**src/rtl/esram_pkt_writer_if.sv**
```systemverilog
// Ingress flit stream, eSRAM write port, buffer-free return and descriptor
// channel of the eSRAM packet writer.
interface esram_pkt_writer_if #(
  parameter int unsigned AWIDTH = 17
);
  logic              in_sop;
  logic              in_eop;
  logic [511:0]      in_data;
  logic [5:0]        in_empty;
  logic              in_valid;
  logic              esram_pkt_buf_wren;
  logic [AWIDTH-1:0] esram_pkt_buf_wraddress;
  logic [519:0]      esram_pkt_buf_wrdata;
  logic              free_valid;
  logic [AWIDTH-1:0] free_len;
  logic              desc_almost_full;
  logic              desc_valid;
  logic [AWIDTH-1:0] desc_addr;
  logic [7:0]        desc_len;

  modport master (
    output in_sop, in_eop, in_data, in_empty, in_valid,
    output free_valid, free_len, desc_almost_full,
    input  esram_pkt_buf_wren, esram_pkt_buf_wraddress, esram_pkt_buf_wrdata,
    input  desc_valid, desc_addr, desc_len
  );

  modport slave (
    input  in_sop, in_eop, in_data, in_empty, in_valid,
    input  free_valid, free_len, desc_almost_full,
    output esram_pkt_buf_wren, esram_pkt_buf_wraddress, esram_pkt_buf_wrdata,
    output desc_valid, desc_addr, desc_len
  );
endinterface

```
**src/rtl/esram_pkt_writer.sv**
```systemverilog
// Packs ingress flits into 520-bit eSRAM words in a circular packet buffer,
// emits one descriptor per stored packet and drops packets whole when short of space/credit.
module esram_pkt_writer #(
  parameter int unsigned AWIDTH        = 17,
  parameter int unsigned MAX_PKT_FLITS = 150,
  parameter int unsigned CNT_WIDTH     = 32
) (
  input  logic                 clk,
  input  logic                 rst,
  esram_pkt_writer_if.slave    bus,
  output logic [CNT_WIDTH-1:0] pkt_cnt,
  output logic [CNT_WIDTH-1:0] drop_cnt,
  output logic [CNT_WIDTH-1:0] err_cnt
);

  localparam logic [AWIDTH:0] ADMIT_LIMIT = (AWIDTH+1)'(2**AWIDTH - MAX_PKT_FLITS);
  localparam logic [7:0]      MAX_LEN     = 8'(MAX_PKT_FLITS);

  typedef enum logic [1:0] {IDLE, WRITE, DROP} state_t;

  state_t            state;
  logic [AWIDTH-1:0] wr_ptr;
  logic [AWIDTH-1:0] pkt_start;
  logic [AWIDTH:0]   occ;
  logic [7:0]        len;
  logic              drop_pend;

  logic              rewind, new_pkt, cont_write, abort, stray, drop_end;
  logic              admit, refuse, wr, free_err;
  logic [AWIDTH:0]   held, occ_next, len_ext, wr_ext, free_ext;
  logic [AWIDTH-1:0] base_ptr;
  logic [1:0]        err_inc, drop_inc;

  function automatic logic [CNT_WIDTH-1:0] sat_add(input logic [CNT_WIDTH-1:0] cnt,
                                                   input logic [1:0] inc);
    logic [CNT_WIDTH:0] sum;
    sum = {1'b0, cnt} + {{(CNT_WIDTH-1){1'b0}}, inc};
    return sum[CNT_WIDTH] ? '1 : sum[CNT_WIDTH-1:0];
  endfunction

  always_comb begin
    rewind     = 1'b0;
    new_pkt    = 1'b0;
    cont_write = 1'b0;
    abort      = 1'b0;
    stray      = 1'b0;
    drop_end   = 1'b0;
    case (state)
      IDLE: if (bus.in_valid) begin
        new_pkt = bus.in_sop;
        stray   = !bus.in_sop;
      end
      WRITE: if (bus.in_valid) begin
        if (bus.in_sop) begin
          rewind  = 1'b1;
          new_pkt = 1'b1;
        end else if (len == MAX_LEN) begin
          rewind = 1'b1;
          abort  = 1'b1;
        end else begin
          cont_write = 1'b1;
        end
      end
      DROP: if (bus.in_valid) begin
        new_pkt  = bus.in_sop;
        drop_end = drop_pend & (bus.in_sop | bus.in_eop);
      end
      default: ;
    endcase

    // A truncated packet is rewound first, so a new sop in the same cycle
    // is admitted against the space the abandoned flits gave back.
    len_ext  = {{(AWIDTH+1-8){1'b0}}, len};
    wr_ext   = '0;
    free_ext = {1'b0, bus.free_len};
    held     = occ - (rewind ? len_ext : '0);
    base_ptr = rewind ? pkt_start : wr_ptr;
    admit    = new_pkt && (held <= ADMIT_LIMIT) && !bus.desc_almost_full;
    refuse   = new_pkt && !admit;
    wr       = admit | cont_write;
    wr_ext[0] = wr;

    // Over-returned space empties the buffer bookkeeping; this cycle's write still counts.
    free_err = bus.free_valid && (free_ext > held);
    if (!bus.free_valid)  occ_next = held + wr_ext;
    else if (free_err)    occ_next = wr_ext;
    else                  occ_next = held - free_ext + wr_ext;

    err_inc  = 2'(stray) + 2'(rewind) + 2'(free_err);
    drop_inc = 2'(drop_end) + 2'(refuse & bus.in_eop);
  end

  always_ff @(posedge clk) begin
    if (rst) begin
      state     <= IDLE;
      wr_ptr    <= '0;
      pkt_start <= '0;
      occ       <= '0;
      len       <= '0;
      drop_pend <= 1'b0;
      pkt_cnt   <= '0;
      drop_cnt  <= '0;
      err_cnt   <= '0;
      bus.esram_pkt_buf_wren      <= 1'b0;
      bus.esram_pkt_buf_wraddress <= '0;
      bus.esram_pkt_buf_wrdata    <= '0;
      bus.desc_valid              <= 1'b0;
      bus.desc_addr               <= '0;
      bus.desc_len                <= '0;
    end else begin
      bus.esram_pkt_buf_wren <= wr;
      if (wr) begin
        bus.esram_pkt_buf_wraddress <= base_ptr;
        bus.esram_pkt_buf_wrdata    <= {bus.in_sop, bus.in_eop, bus.in_empty, bus.in_data};
      end
      bus.desc_valid <= wr & bus.in_eop;
      if (wr && bus.in_eop) begin
        bus.desc_addr <= admit ? base_ptr : pkt_start;
        bus.desc_len  <= admit ? 8'd1 : len + 8'd1;
      end

      wr_ptr <= base_ptr + AWIDTH'(wr);
      occ    <= occ_next;
      if (admit) begin
        pkt_start <= base_ptr;
        len       <= 8'd1;
      end else if (cont_write) begin
        len <= len + 8'd1;
      end

      if (new_pkt)                         drop_pend <= refuse & !bus.in_eop;
      else if (bus.in_valid && bus.in_eop) drop_pend <= 1'b0;

      if (new_pkt)
        state <= bus.in_eop ? IDLE : (admit ? WRITE : DROP);
      else if (cont_write)
        state <= bus.in_eop ? IDLE : WRITE;
      else if (abort)
        state <= bus.in_eop ? IDLE : DROP;
      else if (state == DROP && bus.in_valid && bus.in_eop)
        state <= IDLE;

      pkt_cnt  <= sat_add(pkt_cnt, 2'(wr & bus.in_eop));
      drop_cnt <= sat_add(drop_cnt, drop_inc);
      err_cnt  <= sat_add(err_cnt, err_inc);
    end
  end

endmodule

```
**src/flat_wrapper.sv**
```systemverilog
// flat-port wrapper written by rule: the top's interface ports become plain ports
module esram_pkt_writer_flat 
#(
  parameter int unsigned AWIDTH        = 17,
  parameter int unsigned MAX_PKT_FLITS = 150,
  parameter int unsigned CNT_WIDTH     = 32
)
  (clk, rst, pkt_cnt, drop_cnt, err_cnt, bus_in_sop, bus_in_eop, bus_in_data, bus_in_empty, bus_in_valid, bus_free_valid, bus_free_len, bus_desc_almost_full, bus_esram_pkt_buf_wren, bus_esram_pkt_buf_wraddress, bus_esram_pkt_buf_wrdata, bus_desc_valid, bus_desc_addr, bus_desc_len);
  esram_pkt_writer_if #(.AWIDTH(AWIDTH)) bus_i ();
  input  logic clk;
  input  logic rst;
  output logic [CNT_WIDTH-1:0] pkt_cnt;
  output logic [CNT_WIDTH-1:0] drop_cnt;
  output logic [CNT_WIDTH-1:0] err_cnt;
  input wire logic [$bits(bus_i.in_sop)-1:0] bus_in_sop;
  input wire logic [$bits(bus_i.in_eop)-1:0] bus_in_eop;
  input wire logic [$bits(bus_i.in_data)-1:0] bus_in_data;
  input wire logic [$bits(bus_i.in_empty)-1:0] bus_in_empty;
  input wire logic [$bits(bus_i.in_valid)-1:0] bus_in_valid;
  input wire logic [$bits(bus_i.free_valid)-1:0] bus_free_valid;
  input wire logic [$bits(bus_i.free_len)-1:0] bus_free_len;
  input wire logic [$bits(bus_i.desc_almost_full)-1:0] bus_desc_almost_full;
  output wire logic [$bits(bus_i.esram_pkt_buf_wren)-1:0] bus_esram_pkt_buf_wren;
  output wire logic [$bits(bus_i.esram_pkt_buf_wraddress)-1:0] bus_esram_pkt_buf_wraddress;
  output wire logic [$bits(bus_i.esram_pkt_buf_wrdata)-1:0] bus_esram_pkt_buf_wrdata;
  output wire logic [$bits(bus_i.desc_valid)-1:0] bus_desc_valid;
  output wire logic [$bits(bus_i.desc_addr)-1:0] bus_desc_addr;
  output wire logic [$bits(bus_i.desc_len)-1:0] bus_desc_len;
  assign bus_i.in_sop = bus_in_sop;
  assign bus_i.in_eop = bus_in_eop;
  assign bus_i.in_data = bus_in_data;
  assign bus_i.in_empty = bus_in_empty;
  assign bus_i.in_valid = bus_in_valid;
  assign bus_i.free_valid = bus_free_valid;
  assign bus_i.free_len = bus_free_len;
  assign bus_i.desc_almost_full = bus_desc_almost_full;
  assign bus_esram_pkt_buf_wren = bus_i.esram_pkt_buf_wren;
  assign bus_esram_pkt_buf_wraddress = bus_i.esram_pkt_buf_wraddress;
  assign bus_esram_pkt_buf_wrdata = bus_i.esram_pkt_buf_wrdata;
  assign bus_desc_valid = bus_i.desc_valid;
  assign bus_desc_addr = bus_i.desc_addr;
  assign bus_desc_len = bus_i.desc_len;
  esram_pkt_writer #(.AWIDTH(AWIDTH), .MAX_PKT_FLITS(MAX_PKT_FLITS), .CNT_WIDTH(CNT_WIDTH)) u_core (.clk(clk), .rst(rst), .bus(bus_i), .pkt_cnt(pkt_cnt), .drop_cnt(drop_cnt), .err_cnt(err_cnt));
endmodule
```
**config.mk**
```make
export PLATFORM = sky130hd
export DESIGN_NAME = esram_pkt_writer_flat
export DESIGN_NICKNAME = d
export VERILOG_FILES = /design/src/rtl/esram_pkt_writer_if.sv /design/src/rtl/esram_pkt_writer.sv /design/src/flat_wrapper.sv
export SDC_FILE = /design/constraint.sdc
export NUM_CORES = 2
export LEC_CHECK = 0
export BUFFER_PORTS_ARGS = -buffer_cell sky130_fd_sc_hd__buf_2
export CORE_AREA = 5 5 463 465
export CTS_BUF_LIST = sky130_fd_sc_hd__clkbuf_8
export DETAILED_ROUTE_END_ITERATION = 12
export DIE_AREA = 0 0 468 470
export SLEW_MARGIN = 30
export SYNTH_ARGS = -nofsm -noshare
export SYNTH_HDL_FRONTEND = slang
export SYNTH_SLANG_ARGS = --single-unit
```
**constraint.sdc**
```tcl
create_clock -name clk -period 18.05 [get_ports clk]
set_clock_uncertainty 0.15 [all_clocks]
set_input_delay 0.9025 -clock clk [delete_from_list [all_inputs] [get_ports clk]]
set_output_delay 0.9025 -clock clk [all_outputs]
set_load 0.005 [all_outputs]
```
==> reports/results.tsv <==
metric	value	unit
endpoint class of the critical path	register	
Area Growth Syn to Fin	51.0	%
ANT nets after route	0	
final hold violation count	0	
Unique masters post-synth	70	
most common cell after layout, fill and taps aside	buf_2	
FFs w/ async S/R, synth	0	%
FMAX	113	MHz
port bufs	1201	
Worst Hold Class	input pin to register	
Placed Cells	7384	
period utilisation layout	49.0	%
sequential area share after synthesis	50.0	%
reg2reg end	u_core.err_cnt[9]	
Placer Congestion	0.979	
GRT Total Usage	16.7	%
initial antenna violation count	137	
synthesis warning total	0	
Hold WS	0.169	ns
DR iter-0 viols	2497	
DP HPWL	159000	microns
Final min period	8.85	ns
Power Density	113	mW/mm^2
Final Non-Filler Cells	7991	
Top Usage Layer GRT	met2	
Num CTS Buffers	142	
nets@finish	5649	
CP dominant cell by count	inv_1	
reg-to-reg slack, setup	9.20	ns
reg2reg start	u_core.len[0]	
worst endpoint required time	18.70	ns
clock root cell	clkbuf_8	
Resize count post-CTS	0	
gate count of the mapped netlist	3580	
Yosys top cell area share	50.0	%
maxcap violations	0	
Slew Limit Fails	0	
ranking of synthesized cells by area	dfxtp_1, nand2_1, a21oi_1	
DR WL/cell	24.2	microns
TNS Setup	0	ns
most frequent cells in the layout	buf_2, nand2_1, dfxtp_1	
core region area	0.209	sq mm
H-tree depth	4	
cell area after synthesis	0.0290	sq mm
TritonRoute pass-1 iters	6	
VDD IR max	70.0	uV
post-synthesis register bit count	723	
GRT overflow	0	
static leakage	18.5	nW
Tightest Pin Transition	0.998	ns
Post-Syn Area per Cell	8.09	sq um
clock buffer depth	3	
num rows	168	
share of cells above drive strength 1	28.6	%
vias in the first global route	30974	
RSZ-0062 raised after global routing	no	
crit path kind	register to register	
Global Route met1 Usage	21.1	%
largest net degree at the start of global routing	212	
CP Data Arrival Time	9.50	ns
Rel. slew slack	33.5	%
Reg2Reg Depth	34	
Post-Route Utilization	20.9	%
global routing met3 resource utilization	5.07	%
Crit. Startpoint	u_core.len[0]	
io pins	1202	
Remaining DRCs	0	
Die H	470	microns
endpoints failing setup	0	
CTS tree	built	
critical path startpoint category	register	
cell taking the most area after synthesis	dfxtp_1	
via/cell ratio	4.01	
clock latency at the later pin of the worst-skew pair	0.87	ns
Primary FF master, synth	dfxtp_1	
crit-path max cell delay	0.75	ns
DRT Wirelength	193000	microns
CTS sink count	723	
Vias	32074	
Die Footprint	0.220	sq mm
largest fanout on the critical path	36	
Die Width	468	microns
Initial Utilization	13.8	%
first-pass GRT wire length	256000	microns
syn nets	4199	
number of synthesized flops with an enable pin	0	
met2 Resource Use GR	26.3	%
cell at the slowest stage of the critical path	a2111oi_0	
status	finished, final reports clean	
clock slew at the register clock pins of the worst setup and hold paths	0.06	ns
CP Capture Point	u_core.err_cnt[9]	
==> layout make-up <==
type | count | area [sq um]
fill | 23426 | 165000
sequential | 723 | 14500
multi-input combinational | 2563 | 13200
timing repair buffer | 1535 | 9350
tap | 2805 | 3510
clock buffer | 169 | 2330
clock inverter | 73 | 449
inverter | 65 | 251
antenna | 58 | 145
==> worst max-delay path: cells and delay by family, from the launching register on <==
family / cells / cell delay [ns]
buffers and inverters: 6 / 1.00
and+or+nand+nor: 13 / 2.93
AOI/OAI and AO/OA: 9 / 2.59
DFF: 1 / 0.39
adders and majority gates: 6 / 1.75
==> per-layer routing <==
metal	up-vias	part of all wire, %
met1	15146	42
met2	1674	44
met5	-	0.11
met3	353	9.1
li1	14867	-
met4	34	4.4
==> synthesized netlist by cell type, types with 11 or more instances <==
cell type,n
mux2i_1,26
xor2_1,76
o21ai_0,49
nor2_1,128
a211oi_1,12
and2_1,11
xnor2_1,61
clkbuf_1,109
dfxtp_1,723
nor3_1,31
a21o_1,13
nand3b_1,21
ha_1,72
and3_1,23
nand2_1,1147
nand4_1,24
a31oi_1,14
nor2b_1,13
nand3_1,55
inv_1,64
a21oi_1,649
or3_1,11
buf_2,114
==> cell families after synthesis <==
| family | after synthesis | synth area share (%) |
|---|---|---|
| buf+inv | 294 | 4.37 |
| xor+xnor | 138 | 4.20 |
| compound gates | 807 | 15.3 |
| fa+ha+maj | 77 | 3.46 |
| simple gates | 1509 | 21.6 |
| mux | 32 | 1.13 |
| flops | 723 | 50.0 |
==> sequential cells by signal (all words and copies together) (netlist names) <==
name                                flops
u_core.bus.esram_pkt_buf_wrdata       520
u_core.drop_cnt                        32
u_core.err_cnt                         32
u_core.pkt_cnt                         32
u_core.occ                             18
u_core.bus.desc_addr                   17
u_core.bus.esram_pkt_buf_wraddress     17
u_core.pkt_start                       17
u_core.wr_ptr                          17
u_core.bus.desc_len                     8
u_core.len                              8
u_core.state                            2
u_core.bus.desc_valid                   1
u_core.bus.esram_pkt_buf_wren           1
u_core.drop_pend                        1
==> worst min-delay path by stage <==
stage	startpoint	to	slack (ns)	cells past startpoint
6_report	bus_in_data[237]	u_core.bus.esram_pkt_buf_wrdata[237]	0.17	3
3_5_place_dp	u_core.bus.esram_pkt_buf_wrdata[8]	u_core.bus.esram_pkt_buf_wrdata[8]	0.29	2
3_3_place_gp	u_core.bus.esram_pkt_buf_wrdata[467]	u_core.bus.esram_pkt_buf_wrdata[467]	0.28	2
2_1_floorplan	u_core.bus.esram_pkt_buf_wrdata[0]	u_core.bus.esram_pkt_buf_wrdata[0]	0.30	2
4_1_cts	bus_in_data[267]	u_core.bus.esram_pkt_buf_wrdata[267]	0.0002	3
5_1_grt	bus_in_data[511]	u_core.bus.esram_pkt_buf_wrdata[511]	0.05	3
==> what timing repair did <==
item,CTS,global route
buffers inserted,0,0
hold buffers,306,0
endpoints found under the hold margin,306,0
endpoints found under the setup margin,0,0
==> metrics by stage <==
stage	area [sq um]	total power, W	setup WS, ns
after floorplan	29000	0.00268	9.74
after global placement	37700	0.00319	8.65
after CTS	43600	0.00500	9.22
after global routing	43700	0.00522	8.54
after detailed placement	37700	0.00320	8.81
final	43800	0.00493	9.20
==> where the power goes <==
| group | total, W | internal [W] | switching, W |
|---|---|---|---|
| registers | 0.00178 | 0.00171 | 0.0000741 |
| clock network | 0.00168 | 0.000882 | 0.000800 |
| logic | 0.00146 | 0.000560 | 0.000902 |
| total | 0.00493 | 0.00315 | 0.00178 |
Note: power is estimated with default switching activity, not from simulation.
